`src/rtl/bcd_seq_pkg.sv`:
```
`default_nettype none
// +----------------------------------------------------------------------+
// | bcd_seq_pkg : shared types and constants for the BCD load sequencer  |
// | Rev 1.0                                                              |
// +----------------------------------------------------------------------+
package bcd_seq_pkg;

  typedef enum logic [2:0] {
    ST_IDLE   = 3'd0,
    ST_CLR    = 3'd1,
    ST_LOAD   = 3'd2,
    ST_SETTLE = 3'd3,
    ST_DONE   = 3'd4,
    ST_ERR    = 3'd5
  } state_t;

  localparam logic [3:0]  BCD_MAX = 4'd9;
  localparam int unsigned NSLOTS  = 4;
  localparam int unsigned SLOT_W  = 2;
  localparam logic [SLOT_W-1:0] LAST_SLOT = SLOT_W'(NSLOTS - 1);

endpackage
`default_nettype wire

```
`src/rtl/bcd_sum_seq.sv`:
```
`default_nettype none
// +----------------------------------------------------------------------+
// | bcd_sum_seq : sequences four BCD digit loads into a summing datapath |
// | Rev 1.0                                                              |
// +----------------------------------------------------------------------+
module bcd_sum_seq
  import bcd_seq_pkg::*;
#(
  parameter int unsigned SETTLE = 1
) (
  input  logic       clk,
  input  logic       rst,
  input  logic       start,
  input  logic       abort,
  input  logic       din_valid,
  input  logic [3:0] din,
  output logic       din_ready,
  output logic [3:0] entrada,
  output logic       EN1,
  output logic       EN2,
  output logic       EN3,
  output logic       EN4,
  output logic       dp_clr,
  output logic       busy,
  output logic       done,
  output logic       err,
  output logic [1:0] slot
);

  localparam logic [3:0] C_SETTLE_LAST = (SETTLE == 0) ? 4'd0 : 4'(SETTLE - 1);

  state_t            r_state, w_state_nxt;
  logic [SLOT_W-1:0] r_slot,  w_slot_nxt;
  logic [3:0]        r_cnt,   w_cnt_nxt;
  logic [3:0]        w_en;
  logic              w_ready, w_clr, w_busy, w_done, w_err;

  always_ff @(posedge clk) begin
    if (rst) begin
      r_state <= ST_IDLE;
      r_slot  <= '0;
      r_cnt   <= '0;
    end else begin
      r_state <= w_state_nxt;
      r_slot  <= w_slot_nxt;
      r_cnt   <= w_cnt_nxt;
    end
  end

  always_comb begin
    w_state_nxt = r_state;
    w_slot_nxt  = r_slot;
    w_cnt_nxt   = r_cnt;
    w_en        = 4'b0000;
    w_ready     = 1'b0;
    w_clr       = 1'b0;
    w_busy      = 1'b0;
    w_done      = 1'b0;
    w_err       = 1'b0;

    case (r_state)
      ST_IDLE: begin
        if (start) w_state_nxt = ST_CLR;
      end
      ST_CLR: begin
        w_clr      = 1'b1;
        w_busy     = 1'b1;
        w_slot_nxt = '0;
        w_state_nxt = abort ? ST_IDLE : ST_LOAD;
      end
      ST_LOAD: begin
        w_busy = 1'b1;
        if (abort) begin
          w_state_nxt = ST_IDLE;
        end else begin
          w_ready = 1'b1;
          if (din_valid) begin
            if (din > BCD_MAX) begin
              w_state_nxt = ST_ERR;
            end else begin
              w_en[r_slot] = 1'b1;
              if (r_slot == LAST_SLOT) begin
                w_cnt_nxt   = '0;
                w_state_nxt = (SETTLE == 0) ? ST_DONE : ST_SETTLE;
              end else begin
                w_slot_nxt = r_slot + 1'b1;
              end
            end
          end
        end
      end
      ST_SETTLE: begin
        w_busy = 1'b1;
        if (abort)                       w_state_nxt = ST_IDLE;
        else if (r_cnt == C_SETTLE_LAST) w_state_nxt = ST_DONE;
        else                             w_cnt_nxt   = r_cnt + 4'd1;
      end
      ST_DONE: begin
        w_done      = 1'b1;
        w_state_nxt = ST_IDLE;
      end
      ST_ERR: begin
        w_err = 1'b1;
        if (abort)      w_state_nxt = ST_IDLE;
        else if (start) w_state_nxt = ST_CLR;
      end
      default: w_state_nxt = ST_IDLE;
    endcase

    // Reset blanks every strobe immediately so no slot loads in the reset cycle.
    if (rst) begin
      w_en    = 4'b0000;
      w_ready = 1'b0;
      w_clr   = 1'b0;
      w_busy  = 1'b0;
      w_done  = 1'b0;
      w_err   = 1'b0;
    end
  end

  assign entrada   = din;
  assign EN1       = w_en[0];
  assign EN2       = w_en[1];
  assign EN3       = w_en[2];
  assign EN4       = w_en[3];
  assign din_ready = w_ready;
  assign dp_clr    = w_clr;
  assign busy      = w_busy;
  assign done      = w_done;
  assign err       = w_err;
  assign slot      = r_slot;

endmodule
`default_nettype wire

```
`config.mk`:
```
export PLATFORM = sky130hd
export DESIGN_NAME = bcd_sum_seq
export DESIGN_NICKNAME = d
export VERILOG_FILES = /design/src/rtl/bcd_seq_pkg.sv /design/src/rtl/bcd_sum_seq.sv
export SDC_FILE = /design/constraint.sdc
export NUM_CORES = 1
export LEC_CHECK = 0
export ABC_AREA = 1
export BUFFER_PORTS_ARGS = -buffer_cell sky130_fd_sc_hd__buf_4
export CORE_MARGIN = 4
export CORE_UTILIZATION = 45
export CTS_CLUSTER_DIAMETER = 30
export CTS_CLUSTER_SIZE = 12
export DETAILED_ROUTE_END_ITERATION = 10
export PLACE_DENSITY_LB_ADDON = 0.2
export SYNTH_ARGS = -nofsm -noshare
export SYNTH_HDL_FRONTEND = slang
export SYNTH_SLANG_ARGS = --single-unit
```
`constraint.sdc`:
```
create_clock -name clk -period 1.2 [get_ports clk]
set_input_delay 0 -clock clk [delete_from_list [all_inputs] [get_ports clk]]
set_output_delay 0 -clock clk [all_outputs]
set_load 0.005 [all_outputs]
```
# Word level (Yosys, flattened, before mapping)
# Index checks and enable logic that the tools add are counted.
classes:
  n_addsub: 2
  mul: 0
  div_mod_pow: 0
  magnitude_cmp: 3
  eq_ne: 16
  shifts: 0
  mux: 40
  bitwise: 0
  n_reduce_logical: 9
ops:
  columns: ["operator", "count"]
  rows:
  - ["$mux W4", 11]
  - ["$mux W3", 8]
  - ["$pmux W3 S5", 1]
  - ["$ne A2 B2 Y1 const B", 7]
  - ["$mux W1", 12]
  - ["$mux W2", 5]
  - ["$pmux W4 S2", 1]
  - ["$reduce_and A7 Y1", 1]
  - ["$eq A3 B2 Y1 const B", 2]
  - ["$eq A3 B3 Y1 const B", 2]
  - ["$ne A3 B3 Y1 const B", 2]
  - ["$reduce_and A5 Y1", 1]
  - ["$add A4 B1 Y4 const B", 1]
  - ["$gt A4 B4 Y1 const B", 1]
  - ["$logic_not A4 Y1", 1]
  - ["$ne A4 B4 Y1 const B", 1]
  - ["$pmux W2 S2", 1]
  - ["$reduce_bool A2 Y1", 2]
  - ["$eq A3 B1 Y1 const B", 1]
  - ["$logic_not A3 Y1", 1]
  - ["$lt A2 B3 Y1 const B", 1]
  - ["$reduce_and A3 Y1", 1]
  - ["$reduce_or A3 Y1", 1]
  - ["$add A2 B1 Y2 const B", 1]
  - ["4 further kinds", 4]
word_totals:
  regBits: 9
  latch_bits: 0
  ram_bits: 0
  rom_bits: 0
  inputBits: 9
  out_inout_bits: 15
  memories: 0

# Depth between registers and ports, before layout
logic_depth:
  word_depth: 9
  mapped_depth: 10
  mapped_depth_nobuf: 9

# Least setup slack after synthesis
# No wires, ideal clock.
synth_path:
  path_kind: "flip-flop to flip-flop"
  start: "register r_cnt[0]"
  end: "register r_cnt[2]"
  setup_ns: 0.132
  arrival_time_ns: 1.040
  required_time_ns: 1.068
  setup_slack_ns: 0.028
  stages_incl_launch_ff: 9
  path_buffers: 0
  synth_period_minus_slack_ns: 1.172
  cell_sequence: "dfxtp_1 -> inv_1 -> ha_1 -> nand2_1 -> nand2_1 -> nand2_1 -> nand3_2 -> nand2_1 -> a21oi_1"
synth_between:
  elab_chain_cells: 4
synth_rtl:
  columns: ["item", "line_no", "text"]
  rows:
  - ["start, declared", "bcd_sum_seq.sv:34", "logic [3:0] r_cnt, w_cnt_nxt;"]
  - ["start signal, assigned", "bcd_sum_seq.sv:46", "r_cnt <= w_cnt_nxt;"]
  - ["$add A4 B1 Y4", "bcd_sum_seq.sv:96", "else w_cnt_nxt = r_cnt + 4'd1;"]
  - ["$mux W4", "bcd_sum_seq.sv:95", "else if (r_cnt == C_SETTLE_LAST) w_state_nxt = ST_DONE;"]
  - ["$mux W4", "bcd_sum_seq.sv:94", "if (abort) w_state_nxt = ST_IDLE;"]
  - ["$pmux W4 S2", "bcd_sum_seq.sv:61", "case (r_state)"]
# Parallel ways exist; a longest one is shown, timed or not. The select of a mux whose other input is x is not followed.
# A chain may end at the register's enable or synchronous reset.

# Worst setup path after layout
layout_path:
  start: "register r_state[0]"
  end: "output EN4"
layout_between:
  elab_chain_cells: 3
layout_rtl:
  columns: ["item", "line_no", "text"]
  rows:
  - ["start, declared", "bcd_sum_seq.sv:32", "state_t r_state, w_state_nxt;"]
  - ["start signal, assigned", "bcd_sum_seq.sv:44", "r_state <= w_state_nxt;"]
  - ["$eq A3 B2 Y1", "bcd_sum_seq.sv:61", null]
  - ["$mux W4", "bcd_sum_seq.sv:61", null]
  - ["$mux W4", "bcd_sum_seq.sv:111", "if (rst) begin"]
  - ["end, declared", "bcd_sum_seq.sv:22", "output logic EN4,"]
# Every way passes these cells.

==> summary.md <==
| Metric | Value |
|---|---|
| Outcome | finished with violations |
| Failing checks | negative setup slack |
| Largest family of logic cells by synthesized area | simple AND/OR/NAND/NOR gates |
| Slew headroom | 79.8% |
| Via/cell ratio | 5.31 |
| Max frequency | 709 MHz |
| Syn Area/Cell | 6.42 µm² |
| Antenna cells | 0 |
| Maximum capacitance violations | 0 |
| Post-Synth Adder-Cell Area | 9.43% |
| Num CTS Buffers | 3 |
| Distinct cells, synth | 27 |
| Simple-gate share of the synthesized area | 41.8% |
| Critical Path RT | 1.20 ns |
| Initial DRC count | 42 |
| Seq cells post-synth | 9 |
| Vias | 1009 |
| Worst-skew pair later-pin latency | 0.27 ns |
| Post-synthesis mux area share | 0% |
| Placed insts | 171 |
| Root Driver | clkbuf_4 |
| GRT overflow | 0 |
| GP Congestion | 0.846 |
| Leakage | 0.579 nW |
| Register area share after synthesis | 22.6% |
| Unrepaired setup endpoints after global routing | yes |
| Final hold vios | 0 |
| CTS tree | built |
| Synth Cell Area | 796 µm² |
| Worst hold path type | input port to output port |
| H-tree depth | 1 |
| Final nets | 182 |
| First-pass GRT wire length | 4050 µm |
| Core area | 1590 µm² |
| IO Count | 24 |
| Fin crit share | 118% |
| GRT Total Usage | 20.9% |
| Min cycle time layout | 1.41 ns |
| Critical path peak fanout | 3 |
| Die X | 50.1 µm |
| Worst setup margin | -0.211 ns |
| Pin count of the biggest net entering global routing | 10 |
| Vias in the first global route | 896 |
| Fin. max-slew vios | 0 |
| CP arrival | 1.41 ns |
| Tightest Pin Transition | 0.300 ns |
| Pwr/cell area | 694 nW/µm² |
| Yosys warns | 0 |
| Skew final | 0.00992 ns |
| Commonest non-fill, non-tap cell in the layout | buf_4 |
| Max IR drop VDD | 0.661 mV |
| Crit Path Category | flip-flop to output port |
| Fill count | 85 |
| Cell Rows | 14 |
| Synthesis-to-finish area growth | 69.7% |
| Port buffer count | 21 |
| Synth Net Count | 139 |
| Maximum root-to-sink buffer count | 2 |
| Die ar. | 2510 µm² |
| DIE HEIGHT | 50.1 µm |
| Crit end category | output port |
| Cells after Synth | 124 |
| Placement Cell Area | 998 µm² |
| Clock sink count | 9 |
| Commonest cells after routing, fill and taps aside | buf_4, nand2_1, nor2_1 |
| Drt pass-1 iters | 4 |
| Final HPWL DP | 1540 µm |
| DRT antenna net count | 0 |
| Post-route insts no fill | 190 |
| Post-synthesis xor/xnor area fraction | 1.10% |
| Final Setup Violations | 17 |
| Post-route DRC | 0 |
| Clock transition at path regs | 0.06 ns |
| Synth Area in Compound Gates | 11.3% |
| Routed Wire Length | 2960 µm |
| Layout cell share with drive strength beyond 1 | 56.6% |
| Design area | 1350 µm² |
| Startpoint Class | flip-flop |
| WL/cell | 15.6 µm |
| Initial antenna violation count | 0 |
| Initial core utilization | 49.9% |
## layer usage
layer  vias up  track usage (%)  wire length, µm
li1        480                -                -
met1       477             23.1             1170
met3         8             6.33              193
met5         -                0                0
met4         0             5.53               50
met2        44             38.0             1550
## metrics by stage
step	util [%]	hold slack [ns]	setup TNS, ns	power [mW]	setup slack [ns]
after floorplan	-	0.0353	0	0.478	0.0278
after global placement	62.6	0.0000601	-0.0202	0.566	-0.0179
after detailed placement	62.6	0.0000601	-0.0676	0.571	-0.0356
after CTS	76.5	0.0000601	-0.975	0.870	-0.155
after global routing	84.7	0.0000120	-3.21	0.995	-0.274
final	84.7	0.00000166	-2.19	0.937	-0.211
## power by group
part | switching, mW | total [mW] | internal (mW)
combinational | 0.199 | 0.366 | 0.166
sequential | 0.0200 | 0.334 | 0.314
clock | 0.108 | 0.237 | 0.128
total | 0.328 | 0.937 | 0.609
## layout make-up
cell class	instances	area [µm²]	share of cell area [%]
multi-input cells	92	678	50.2
flip-flops and latches	9	196	14.6
clock buffers	4	26.3	1.95
well taps	24	30.0	2.22
repair buffers	44	350	26.0
inverters	17	68.8	5.10
## repair_timing
item                       in CTS  in global routing
hold endpoints to repair        3                  0
cloned                          0                  0
pin swaps                      10                 17
setup endpoints to repair      16                 18
gates resized for setup        32                 25
setup buffers                  10                  3
hold buffers                    2                  0
## flip-flops by register name (all words and copies together) (netlist names)
register,flops
r_cnt,4
r_state,3
slot,2
## worst max-delay path: stages (launching register included)
cell and delay, ns:
dfxtp_4 0.35, buf_6 0.12, buf_4 0.13, nor2_4 0.11
nand4_1 0.14, nor2_1 0.15, buf_4 0.13
## kinds of logic (layout without fill, tap and decap cells)
| logic type | after synthesis | after routing |
|---|---|---|
| DFF | 9 | 9 |
| and+or+nand+nor | 70 | 70 |
| adders and majority gates | 6 | 6 |
| buffers and inverters | 23 | 65 |
| xor gates and xnor gates | 1 | 1 |
| AOI/OAI and AO/OA | 15 | 15 |
## Yosys cell counts
cell	n	area [µm²]
buf_4	4	30.0
inv_2	4	15.0
nand3_1	8	40.0
dfxtp_1	9	180
a211oi_1	1	7.51
inv_1	13	48.8
nand2_4	1	11.3
a21oi_2	1	8.76
nor4b_1	1	8.76
xor2_1	1	8.76
o21a_1	1	7.51
nor3_2	1	10.0
a21boi_2	1	11.3
ha_1	6	75.1
o21ai_1	3	15.0
a21oi_1	6	30.0
buf_6	1	11.3
nand3_2	1	10.0
nor2_1	20	75.1
nand2_1	26	97.6
nand2_2	2	12.5
nand4_1	4	25.0
clkbuf_1	1	3.75
nor2_2	3	18.8
nor2_4	1	11.3
nor4_1	2	12.5
o21ai_0	2	10.0
## path summary, 6_finish.rpt
| path | from | endpoint | slack, ns | cells past startpoint |
|---|---|---|---|---|
| worst max-delay path | r_state[0]$_SDFFE_PP0P_ | EN4 | -0.21 | 6 |
| worst min-delay path | din[0] | entrada[0] | 0.000002 | 0 |
| worst min register to register | r_cnt[3]$_SDFFE_PP0P_ | r_cnt[3]$_SDFFE_PP0P_ | 0.52 | 2 |
| worst max register to register | r_state[0]$_SDFFE_PP0P_ | slot[1]$_SDFFE_PP0P_ | -0.15 | 9 |
(Power assumes the default switching activity.)
